**config.mk**
```make
export PLATFORM = sky130hd
export DESIGN_NAME = ro_race_arbiter
export DESIGN_NICKNAME = d
export VERILOG_FILES = /design/src/rtl/ro_race_arbiter.sv
export SDC_FILE = /design/constraint.sdc
export NUM_CORES = 1
export LEC_CHECK = 0
export BUFFER_PORTS_ARGS = -buffer_cell sky130_fd_sc_hd__buf_4
export CORE_ASPECT_RATIO = 0.8
export CORE_UTILIZATION = 33
export CTS_CLUSTER_DIAMETER = 40
export CTS_CLUSTER_SIZE = 8
export DETAILED_ROUTE_END_ITERATION = 6
export PLACE_DENSITY_LB_ADDON = 0.3
export SLEW_MARGIN = 20
export SYNTH_ARGS = -nofsm -noshare
export SYNTH_HDL_FRONTEND = slang
export SYNTH_SLANG_ARGS = --single-unit
```
**constraint.sdc**
```tcl
create_clock -name clk -period 1.7 [get_ports clk]
set_clock_uncertainty 0.05 [all_clocks]
set_input_delay 0.255 -clock clk [delete_from_list [all_inputs] [get_ports clk]]
set_output_delay 0.255 -clock clk [all_outputs]
set_load 0.01 [all_outputs]
```
**src/rtl/ro_race_arbiter.sv**
```systemverilog
// Runs NUM_CHAL races between counter paths A and B over consecutive challenges
// and packs the winner of each race into one response word.
module ro_race_arbiter #(
   parameter int NUM_CHAL = 8,
   parameter int CHAL_W   = 8,
   parameter int TIMEOUT  = 1023,
   parameter bit TIE_BIT  = 1'b0
) (
   input  logic                clk,
   input  logic                reset,
   input  logic                start,
   input  logic [CHAL_W-1:0]   seed,
   input  logic                fin_a,
   input  logic                fin_b,
   output logic                cnt_clear,
   output logic                cnt_run,
   output logic [CHAL_W-1:0]   challenge,
   output logic                busy,
   output logic                resp_valid,
   output logic [NUM_CHAL-1:0] resp_word,
   output logic                timeout_err
);

   localparam int IDX_W = (NUM_CHAL > 1) ? $clog2(NUM_CHAL) : 1;
   localparam int TMR_W = (TIMEOUT > 1) ? $clog2(TIMEOUT + 1) : 1;

   localparam logic [2:0] S_IDLE   = 3'd0;
   localparam logic [2:0] S_CLEAR  = 3'd1;
   localparam logic [2:0] S_RACE   = 3'd2;
   localparam logic [2:0] S_RECORD = 3'd3;
   localparam logic [2:0] S_DONE   = 3'd4;

   logic [2:0]          state_q, state_d;
   logic [CHAL_W-1:0]   chal_q, chal_d;
   logic [IDX_W-1:0]    idx_q, idx_d;
   logic [NUM_CHAL-1:0] word_q, word_d;
   logic [TMR_W-1:0]    tmr_q, tmr_d;
   logic                clr2_q, clr2_d;
   logic                bit_q, bit_d;
   logic                terr_q, terr_d;

   always_comb begin
      state_d = state_q;
      chal_d  = chal_q;
      idx_d   = idx_q;
      word_d  = word_q;
      tmr_d   = tmr_q;
      clr2_d  = clr2_q;
      bit_d   = bit_q;
      terr_d  = terr_q;
      case (state_q)
         S_IDLE: begin
            if (start) begin
               chal_d  = seed;
               idx_d   = '0;
               word_d  = '0;
               terr_d  = 1'b0;
               clr2_d  = 1'b0;
               state_d = S_CLEAR;
            end
         end
         // Second CLEAR cycle lets the stale registered finish flag flush out.
         S_CLEAR: begin
            tmr_d = '0;
            if (clr2_q) begin
               clr2_d  = 1'b0;
               state_d = S_RACE;
            end else begin
               clr2_d = 1'b1;
            end
         end
         S_RACE: begin
            tmr_d = tmr_q + TMR_W'(1);
            if (fin_a ^ fin_b) begin
               bit_d   = fin_a;
               state_d = S_RECORD;
            end else if (fin_a && fin_b) begin
               bit_d   = TIE_BIT;
               state_d = S_RECORD;
            end else if (tmr_q == TMR_W'(TIMEOUT - 1)) begin
               bit_d   = TIE_BIT;
               terr_d  = 1'b1;
               state_d = S_RECORD;
            end
         end
         S_RECORD: begin
            for (int i = 0; i < NUM_CHAL; i++) begin
               if (idx_q == IDX_W'(i)) word_d[i] = bit_q;
            end
            chal_d = chal_q + CHAL_W'(1);
            if (idx_q == IDX_W'(NUM_CHAL - 1)) begin
               state_d = S_DONE;
            end else begin
               idx_d   = idx_q + IDX_W'(1);
               state_d = S_CLEAR;
            end
         end
         S_DONE:  state_d = S_IDLE;
         default: state_d = S_IDLE;
      endcase
   end

   always_ff @(posedge clk) begin
      if (reset) begin
         state_q <= S_IDLE;
         chal_q  <= '0;
         idx_q   <= '0;
         word_q  <= '0;
         tmr_q   <= '0;
         clr2_q  <= 1'b0;
         bit_q   <= 1'b0;
         terr_q  <= 1'b0;
      end else begin
         state_q <= state_d;
         chal_q  <= chal_d;
         idx_q   <= idx_d;
         word_q  <= word_d;
         tmr_q   <= tmr_d;
         clr2_q  <= clr2_d;
         bit_q   <= bit_d;
         terr_q  <= terr_d;
      end
   end

   assign cnt_clear   = (state_q != S_RACE);
   assign cnt_run     = (state_q == S_RACE);
   assign busy        = (state_q != S_IDLE);
   assign resp_valid  = (state_q == S_DONE);
   assign challenge   = chal_q;
   assign resp_word   = word_q;
   assign timeout_err = terr_q;

endmodule

```
# After elaboration in Yosys (flattened, before gate mapping)
# Index checks and enable logic that the tools add are counted.
# totals
inputBits	13
romBits	0
mem_count	0
latchBits	0
ramBits	0
ff_bits	35
# classes
n_reduce_logical	23
muxes	33
multipliers	0
n_eq_ne	28
bitwise	1
div	0
n_lt_le_gt_ge	0
n_shift	0
addsub	3
# op_table
operator	count
one-hot mux 8 bit (2 select lines)	2
AND reduction 3 bit	10
!= test 2 bit, second input constant	13
2-to-1 mux 3 bit	8
one-hot mux 10 bit (2 select lines)	1
2-to-1 mux 1 bit	16
2-to-1 mux 8 bit	2
== test 3 bit, second input constant	5
== test 3 x 2 -> 1 bit, second input constant	4
one-hot mux 3 bit (4 select lines)	1
adder 10 x 1 -> 10 bit, second input constant	1
== test 10 bit, second input constant	1
adder 8 x 1 -> 8 bit, second input constant	1
nonzero test 2 bit	4
== test 3 x 1 -> 1 bit, second input constant	2
logical NOT 3 bit	2
one-hot mux 3 bit (2 select lines)	1
AND reduction 2 bit	3
nonzero test 3 bit	2
AND reduction 5 bit	1
!= test 4 x 1 -> 1 bit, second input constant	1
one-hot mux 1 bit (2 select lines)	2
adder 3 x 1 -> 3 bit, second input constant	1
!= test 3 x 2 -> 1 bit, second input constant	1
other kinds (3)	3

# Logic depth before layout (Yosys ltp)
# Gate-level depths: netlist of the first run.
# depth
word_depth	5
ltp_mapped	6
mapped_depth_nobuf	6

# Least setup slack after synthesis of the first run
# No wires, ideal clock.
# synth_path
path_type	register -> register
startpoint	register state_q[1]
endpoint	register tmr_q[8]
period_less_slack_ns	1.666
path_stages_with_launch	6
t_arrival_ns	1.551
slack_ns	0.034
setup_ns	0.065
cell_sequence	dfxtp_1 > or3b_1 > buf_2 > nor4_1 > mux2_2 > nor2_1
# synth_via
elab_chain_len	2
# synth_rtl
item	line	rtl
from (decl)	33	logic [2:0] state_q, state_d;
from (signal assigned)	114	state_q <= state_d;
== test 3 x 2 -> 1 bit / == test 3 x 1 -> 1 bit (equally long branches)	51	case (state_q)
one-hot mux 10 bit (2 select lines) / nonzero test 2 bit (equally long branches)	n/a	
to (signal assigned)	118	tmr_q <= tmr_d;
to (decl)	37	logic [TMR_W-1:0] tmr_q, tmr_d;
# Several ways; a longest one is shown, not always the timed one.
# A chain may end at the register's enable or synchronous reset.

# Final worst setup path of the first run
# layout_path
startpoint	register state_q[0]
endpoint	output port cnt_clear
# layout_via
elab_chain_len	1
# layout_rtl
item	line	rtl
!= test 3 x 2 -> 1 bit	125	assign cnt_clear = (state_q != S_RACE);
to (decl)	15	output logic cnt_clear,
# Every way passes these cells.

==> results of run 1 <==
metrics by stage:
step,cells,TNS (ns),hold WS (ns),power [mW],util
2_1_floorplan,224,0,0.3410,1.171,-
3_3_place_gp,325,0,0.4027,1.357,0.4345
3_5_place_dp,325,0,0.4120,1.360,0.4345
4_1_cts,332,0,0.1618,2.089,0.4551
5_1_grt,332,-0.0005955,0.1912,2.178,0.4599
6_report,332,0,0.1664,2.071,0.4599
logic make-up after synthesis:
| kind of cell | synth area share |
|---|---|
| AOI/OAI and AO/OA | 0.1973 |
| xor gates and xnor gates | 0.004747 |
| adders and majority gates | 0.08135 |
| buffers and inverters | 0.05017 |
| DFF | 0.3797 |
| muxes | 0.03390 |
| and+or+nand+nor | 0.2529 |
critical path: stages (launching register included):
cell	delay, ns
dfxtp_2	0.32
or3b_4	0.45
buf_6	0.16
buf_4	0.14
routing by layer:
layer | track usage | routed length [um] | vias up
met5 | 0 | 0 | -
met4 | 0.06875 | 59 | 0
met3 | 0.03452 | 191 | 4
met2 | 0.2500 | 1834 | 42
met1 | 0.2078 | 2336 | 795
li1 | - | - | 908
flip-flops by register name, indices dropped and copies added (netlist names):
register     cells
bit_q            1
challenge        8
clr2_q           1
idx_q            3
resp_word        8
state_q          3
timeout_err      1
tmr_q           10
what timing repair did:
action                     in CTS  in global routing
pin swaps                       0                  1
resized for setup               2                  8
buffers inserted                0                  1
gates cloned                    0                  0
setup endpoints to repair       2                  5
path summary, 6_finish.rpt:
kind	slack, ns	from	endpoint
setup / recovery	0.04	state_q[0]$_SDFFE_PP0P_	cnt_clear
hold / removal	0.17	seed[0]	challenge[0]$_SDFFE_PP0P_
setup reg to reg	0.08	state_q[0]$_SDFFE_PP0P_	tmr_q[8]$_SDFFE_PP0P_
hold reg to reg	0.42	resp_word[1]$_SDFFE_PP0P_	resp_word[1]$_SDFFE_PP0P_
final cells by class:
class / instances / area share
Inverter: 8 / 0.01366
Sequential cell: 35 / 0.2952
Clock inverter: 1 / 0.01261
Timing Repair Buffer: 52 / 0.1654
Clock buffer: 6 / 0.03046
Tap cell: 62 / 0.03256
Multi-Input combinational cell: 168 / 0.4501
synthesized netlist by cell type (all sizes together) (3+ instances only):
cell type  instances
nor2              23
mux2i              4
and3               3
inv                6
a21oi             21
o21ai             10
nor3               8
nor4               3
a31oi              6
nand3             15
clkbuf             7
a311oi             5
dfxtp             35
or3                3
ha                12
nand2             20
buf                6
power by group through the flow:
stage | Combinational [mW] | Sequential, mW | Clock [mW]
after floorplan | 0.248 | 0.923 | 0
after CTS | 0.448 | 0.898 | 0.744
final | 0.449 | 0.900 | 0.722
after global placement | 0.441 | 0.915 | 0
after global routing | 0.498 | 0.906 | 0.773
after detailed placement | 0.444 | 0.917 | 0
==> flow_summary.toml, run 1 <==
[status]
outcome = "finished, final reports clean"

[worst_hold_path]
worstHoldPathCells = 3
hold_path.class = "in2reg"

[logic_synthesis]
synth_edf_count = 0
synth_area_mm2 = 0.001846
ys_seq_area_frac = 0.3797
ys_seq_elements = 35
synthCells = 224
synth.area.top_cells = "dfxtp_1 (38%), ha_1 (8.1%), a21oi_1 (5.7%)"
synthArstFlopShare = 0
synth_warnings = 0
syn-num-nets = 249
synth_ff_type = "dfxtp_1"
synth_cell_types = 45
synth_area_per_cell_um2 = 8.239
yosysTopAreaCellShare = 0.3797
synth_top_cell_by_area = "dfxtp_1"

[placement]
dpl_worst_slack_ns = 0.03185
place_area_mm2 = 0.002251
gp_congestion = 0.8069
io_buffers = 33
dpl.hpwl_um = 3222

[worst_setup_path]
cp_data_required_time_ns = 1.39
endpoint_kind = "output pin"
worstPathArrival_ns = 1.35
path_class = "reg2out"
critPathMaxFanout = 9
ff2ff_path_depth = 4
cp-start-kind = "register"

[clock_tree]
cts_sinks = 35
ctsHoldBuffers = 0
cts.htree.levels = 2
worstSkewPairLatency_ns = 0.28
cts_tree = "built"
clk_path_buf_depth = 2
clk_pin_slew_ns = 0.07
cts_inserted_buffers = 5
cts_root_buffer = "clkbuf_8"

[global_route]
grt_use_total = 0.1572
grt_overflow = 0
grt_pass1_wl_um = 7134
grt_pass1_vias = 1574
antenna_found_initial = 0
grt_max_degree = 19

[final_layout]
final_cell_mix = "buf_4 (51), dfxtp_1 (33), nor2_1 (23)"
seqCellArea_um2 = 703.2
fill_cells = 534
insertedDiodeCount = 0
fin_area_mm2 = 0.002382
final_common_cell = "buf_4"
drive_gt1_frac = 0.2556
area_growth_pct = 29.08
nets = 295
multi_input_area_mm2 = 0.001072

[detailed_routing]
ant_nets = 0
drc = 0
dr.pass1.iters = 4
first_iter_violations = 60
viasPerCell = 5.268
vias = 1749
wire_per_inst_um = 13.32
totalWireLength_um = 4422

[floorplan]
initial_core_util = 0.3563
fp.dieW_um = 85.61
core-area_mm2 = 0.005180
dieHeight_um = 68.89
pin_count = 34
die_area_mm2 = 0.005897
rows = 23

[pwr]
p_switching_mw = 0.5741
ir_worst_vdd_v = 0.0004213
p_comb_frac = 0.217
seq_power_share = 0.435
swShare = 0.2772
pwr-share-clk = 0.349
pwr_density_cell_mw_per_mm2 = 869.4
p_leak_nw = 0.9653
p_int_mw = 1.497

[sta]
final_hold_viol_count = 0
setup_violations = 0
finalCritPeriodShare = 0.9754
worst_pin_slew_ns = 0.3726
fin_crit_ns = 1.658
final.setup.worst_slack_ns = 0.04182
max-slew-margin-rel = 0.7505
rsz0062_at_grt = "yes"
clock.fmax_mhz = 603.1
slew_viol_final = 0

[flow_run]
drv_cap = 0
(Power assumes the default switching activity.)
==> run 2: changes to the inputs <==
--- a/config.mk
+++ b/config.mk
@@ -6,7 +6,7 @@
 export NUM_CORES = 1
 export LEC_CHECK = 0
 export BUFFER_PORTS_ARGS = -buffer_cell sky130_fd_sc_hd__buf_4
-export CORE_ASPECT_RATIO = 0.8
+export CORE_ASPECT_RATIO = 0.6
 export CORE_UTILIZATION = 33
 export CTS_CLUSTER_DIAMETER = 40
 export CTS_CLUSTER_SIZE = 8
==> flow_summary.toml, run 2 (synthesis results as in run 1) <==
[worst_setup_path]
path_class = "reg2out"
critPathMaxFanout = 5
endpoint_kind = "output pin"
cp-start-kind = "register"
cp_data_required_time_ns = 1.39
worstPathArrival_ns = 1.35

[floorplan]
fp.dieW_um = 98.55
dieHeight_um = 59.93
initial_core_util = 0.3529
pin_count = 34
core-area_mm2 = 0.005230
die_area_mm2 = 0.005905
rows = 20

[clock_tree]
worstSkewPairLatency_ns = 0.29
ctsHoldBuffers = 0
clk_pin_slew_ns = 0.07
cts_sinks = 35
cts.htree.levels = 2
clk_path_buf_depth = 2
cts_tree = "built"
cts_inserted_buffers = 5
cts_root_buffer = "clkbuf_8"

[detailed_routing]
wire_per_inst_um = 14.08
dr.pass1.iters = 6
vias = 1788
first_iter_violations = 81
totalWireLength_um = 4772
viasPerCell = 5.274
drc = 0
ant_nets = 0

[placement]
gp_congestion = 0.8076
dp_cells = 330
place_area_mm2 = 0.002263
io_buffers = 33
dpl.hpwl_um = 3545

[pwr]
pwr_density_cell_mw_per_mm2 = 816.9
ir_worst_vdd_v = 0.0002953
total_power_mw = 1.952
p_leak_nw = 0.9795

[final_layout]
area_growth_pct = 29.49
nets = 297
final_util = 0.4569
final_cell_mix = "buf_4 (52), dfxtp_1 (34), nor2_1 (23)"
fin_cells = 339
insertedDiodeCount = 0
largest_reg_flops = 10
top_register = "tmr_q"
fin_area_mm2 = 0.002390
multi_input_area_mm2 = 0.001090
fill_cells = 516
drive_gt1_frac = 0.2601
seqCellArea_um2 = 701.9
final_common_cell = "buf_4"

[global_route]
grt_overflow = 0
grt_max_degree = 17
grt_pass1_vias = 1544
grt_pass1_wl_um = 7424
antenna_found_initial = 0
grt_use_total = 0.1658

[worst_hold_path]
hold_path.class = "in2reg"

[sta]
slew_viol_final = 0
setup_violations = 0
max-slew-margin-rel = 0.7510
worst_pin_slew_ns = 0.3720
finalCritPeriodShare = 0.9761
clock.fmax_mhz = 602.6
finalSetupTns_ns = 0
final_hold_viol_count = 0
rsz0062_at_grt = "no"
fin_crit_ns = 1.659

[flow_run]
drv_cap = 0

[status]
outcome = "finished, final reports clean"
## run 2: cell type report
cell class / count / share of cell area
Inverter: 8 / 0.01257
Sequential cell: 35 / 0.2937
Multi-Input combinational cell: 169 / 0.4560
Timing Repair Buffer: 53 / 0.1681
Clock inverter: 3 / 0.006283
Clock buffer: 5 / 0.02880
Tap cell: 66 / 0.03456
## run 2: critical path, cell delays in order (launching register included)
cell and delay, ns:
dfxtp_1 0.33, or3b_4 0.45, buf_6 0.15, buf_4 0.13
## run 2: final timing paths
| kind | end | from | depth (start not counted) | slack [ns] |
|---|---|---|---|---|
| worst min register to register | resp_word[1]$_SDFFE_PP0P_ | resp_word[1]$_SDFFE_PP0P_ | 2 | 0.41 |
| worst max-delay path | cnt_clear | state_q[0]$_SDFFE_PP0P_ | 3 | 0.04 |
| worst min-delay path | challenge[0]$_SDFFE_PP0P_ | seed[0] | 3 | 0.16 |
| worst max register to register | tmr_q[9]$_SDFFE_PP0P_ | state_q[0]$_SDFFE_PP0P_ | 4 | 0.07 |
## run 2: per-layer routing
metal,global-route usage,wire length [um]
met2,0.2364,1788
met5,0,0
met3,0.04327,294
met4,0.05117,51
met1,0.2425,2638
## run 2: metrics by stage
stage	hold WS, ns	setup slack, ns
floorplan	0.3410	0.03390
detailed placement	0.4046	-0.04610
finish	0.1591	0.04063
CTS	0.1550	0.01240
global route	0.1657	0.0008152
global placement	0.3955	0.02814
## run 2: power breakdown
group | internal (mW) | leakage (nW) | switching, mW
Sequential | 0.858 | 0.284 | 0.0425
Clock | 0.281 | 0.0477 | 0.322
Combinational | 0.202 | 0.648 | 0.247
Total | 1.34 | 0.979 | 0.612
## run 2: repair_timing
action	CTS	global route
cloned	0	1
resized for setup	1	7
endpoints found under the setup margin	4	5
pin swaps	0	1
buffers inserted	0	0
==> run 3: changes to the inputs <==
--- a/config.mk
+++ b/config.mk
@@ -5,7 +5,10 @@
 export SDC_FILE = /design/constraint.sdc
 export NUM_CORES = 1
 export LEC_CHECK = 0
+export ABC_AREA = 0
 export BUFFER_PORTS_ARGS = -buffer_cell sky130_fd_sc_hd__buf_4
+export CELL_PAD_IN_SITES_DETAIL_PLACEMENT = 0
+export CELL_PAD_IN_SITES_GLOBAL_PLACEMENT = 1
 export CORE_ASPECT_RATIO = 0.6
 export CORE_UTILIZATION = 33
 export CTS_CLUSTER_DIAMETER = 40
==> flow_summary.toml, run 3 (synthesis results as in run 1) <==
[sta]
final.setup.worst_slack_ns = 0.02950
max-slew-margin-rel = 0.7729
whs_ns = 0.1465
fin_crit_ns = 1.671
slew_viol_final = 0
rsz0062_at_grt = "yes"
final_hold_viol_count = 0
finalCritPeriodShare = 0.9826
clock.fmax_mhz = 598.6
setup_violations = 0
worst_pin_slew_ns = 0.3371

[clock_tree]
clk_path_buf_depth = 2
cts_inserted_buffers = 5
cts_root_buffer = "clkbuf_8"
cts_sinks = 35
clk_pin_slew_ns = 0.07
worstSkewPairLatency_ns = 0.29
ctsHoldBuffers = 0
cts_tree = "built"
cts.htree.levels = 2

[final_layout]
fill_cells = 517
final_common_cell = "buf_4"
largest_reg_flops = 10
nets = 300
top_register = "tmr_q"
drive_gt1_frac = 0.2754
area_growth_pct = 31.46
final_cell_mix = "buf_4 (55), dfxtp_1 (32), nor2_1 (23)"
insertedDiodeCount = 0

[detailed_routing]
vias = 1760
dr.max_layer_used = "met4"
met1_length_um = 2740
first_iter_violations = 78
ant_nets = 0
dr.pass1.iters = 6
routed-wl-met3_um = 256
wire_per_inst_um = 13.77
totalWireLength_um = 4710
viasPerCell = 5.146
drc = 3
wl_met2_um = 1669

[worst_setup_path]
critPathMaxFanout = 6
critical_path_buf_inv_count = 1
max_stage_delay_ns = 0.50
endpoint_kind = "register"
startpoint = "state_q[2]$_SDFFE_PP0P_"
path_class = "reg2reg"
worstPathCellList = "or3b_4 > buf_6 > or4_1 > a21oi_1"
cp-start-kind = "register"
path_delay_family = "simple AND/OR/NAND/NOR gates"
worst_path_max_delay_cell = "or4_1"
worstReg2RegStart = "state_q[2]$_SDFFE_PP0P_"
worstPathArrival_ns = 1.85
cp_data_required_time_ns = 1.88

[pwr]
total_power_mw = 2.049
p_leak_nw = 0.9854
pwr_density_cell_mw_per_mm2 = 844.4
ir_worst_vdd_v = 0.0003974

[worst_hold_path]
holdCritStartpoint = "seed[0]"
hold_path.class = "in2reg"

[floorplan]
pin_count = 34
dieHeight_um = 59.93
fp.dieW_um = 98.55
rows = 20
core-area_mm2 = 0.005230
die_area_mm2 = 0.005905
initial_core_util = 0.3529

[placement]
dpl.hpwl_um = 3513
gp_congestion = 0.7710
dpl_worst_slack_ns = -0.03036
io_buffers = 33

[global_route]
antenna_found_initial = 0
grt_use_total = 0.1735
grt_max_degree = 17
grt_overflow = 0
grt_pass1_wl_um = 7797
grt_pass1_vias = 1590

[flow_run]
drv_cap = 0

[status]
violations = "design-rule violations"
outcome = "finished, violations left"
-- run 3: cell count changes in the layout (fill, tap and decap cells not counted), sizes merged --
cell / delta
buf: +4
clkbuf: +3
clkinv: -3
or3b: -1
-- run 3: worst paths after layout --
check                         endpoint  slack [ns]  cells past startpoint
max              tmr_q[5]$_SDFFE_PP0P_        0.03                      4
min          challenge[0]$_SDFFE_PP0P_        0.15                      3
max reg2reg      tmr_q[5]$_SDFFE_PP0P_        0.03                      4
min reg2reg  resp_word[2]$_SDFFE_PP0P_        0.42                      2
-- run 3: cell type report --
class	instances	area, um^2	share of cell area
Multi-Input combinational cell	168	1069	0.4404
Sequential cell	35	704.4	0.2904
Tap cell	66	82.58	0.03404
Inverter	8	35.03	0.01444
Clock buffer	8	100.1	0.04126
Timing Repair Buffer	57	435.4	0.1795
-- run 3: routing by layer --
| layer | up-vias | track usage |
|---|---|---|
| met5 | - | 0 |
| met4 | 0 | 0.05117 |
| met1 | 788 | 0.2669 |
| li1 | 919 | - |
| met2 | 48 | 0.2314 |
| met3 | 5 | 0.04327 |
-- run 3: worst reg2reg max path: cells and delay by family (launching register included) --
family	cells	cell delay (ns)
simple gates	2	0.96
flops	1	0.33
buf+inv	1	0.15
compound gates	1	0.13
-- run 3: what timing repair did --
item	4_1_cts	5_1_grt
cloned	0	0
setup endpoints to repair	4	6
pin swaps	1	2
resized for setup	3	8
setup buffers	2	1
-- run 3: power breakdown --
group          internal (mW)  switching [mW]
Clock                  0.370           0.318
Sequential             0.858          0.0383
Combinational          0.213           0.251
-- run 3: metrics by stage --
stage | area (um^2) | std cells | utilization | TNS [ns]
finish | 2426 | 342 | 0.4639 | 0
global route | 2426 | 342 | 0.4639 | -0.01302
CTS | 2401 | 342 | 0.4591 | 0
detailed placement | 2278 | 332 | 0.4356 | -0.03036
global placement | 2278 | 332 | 0.4356 | 0
floorplan | 1846 | 224 | - | 0
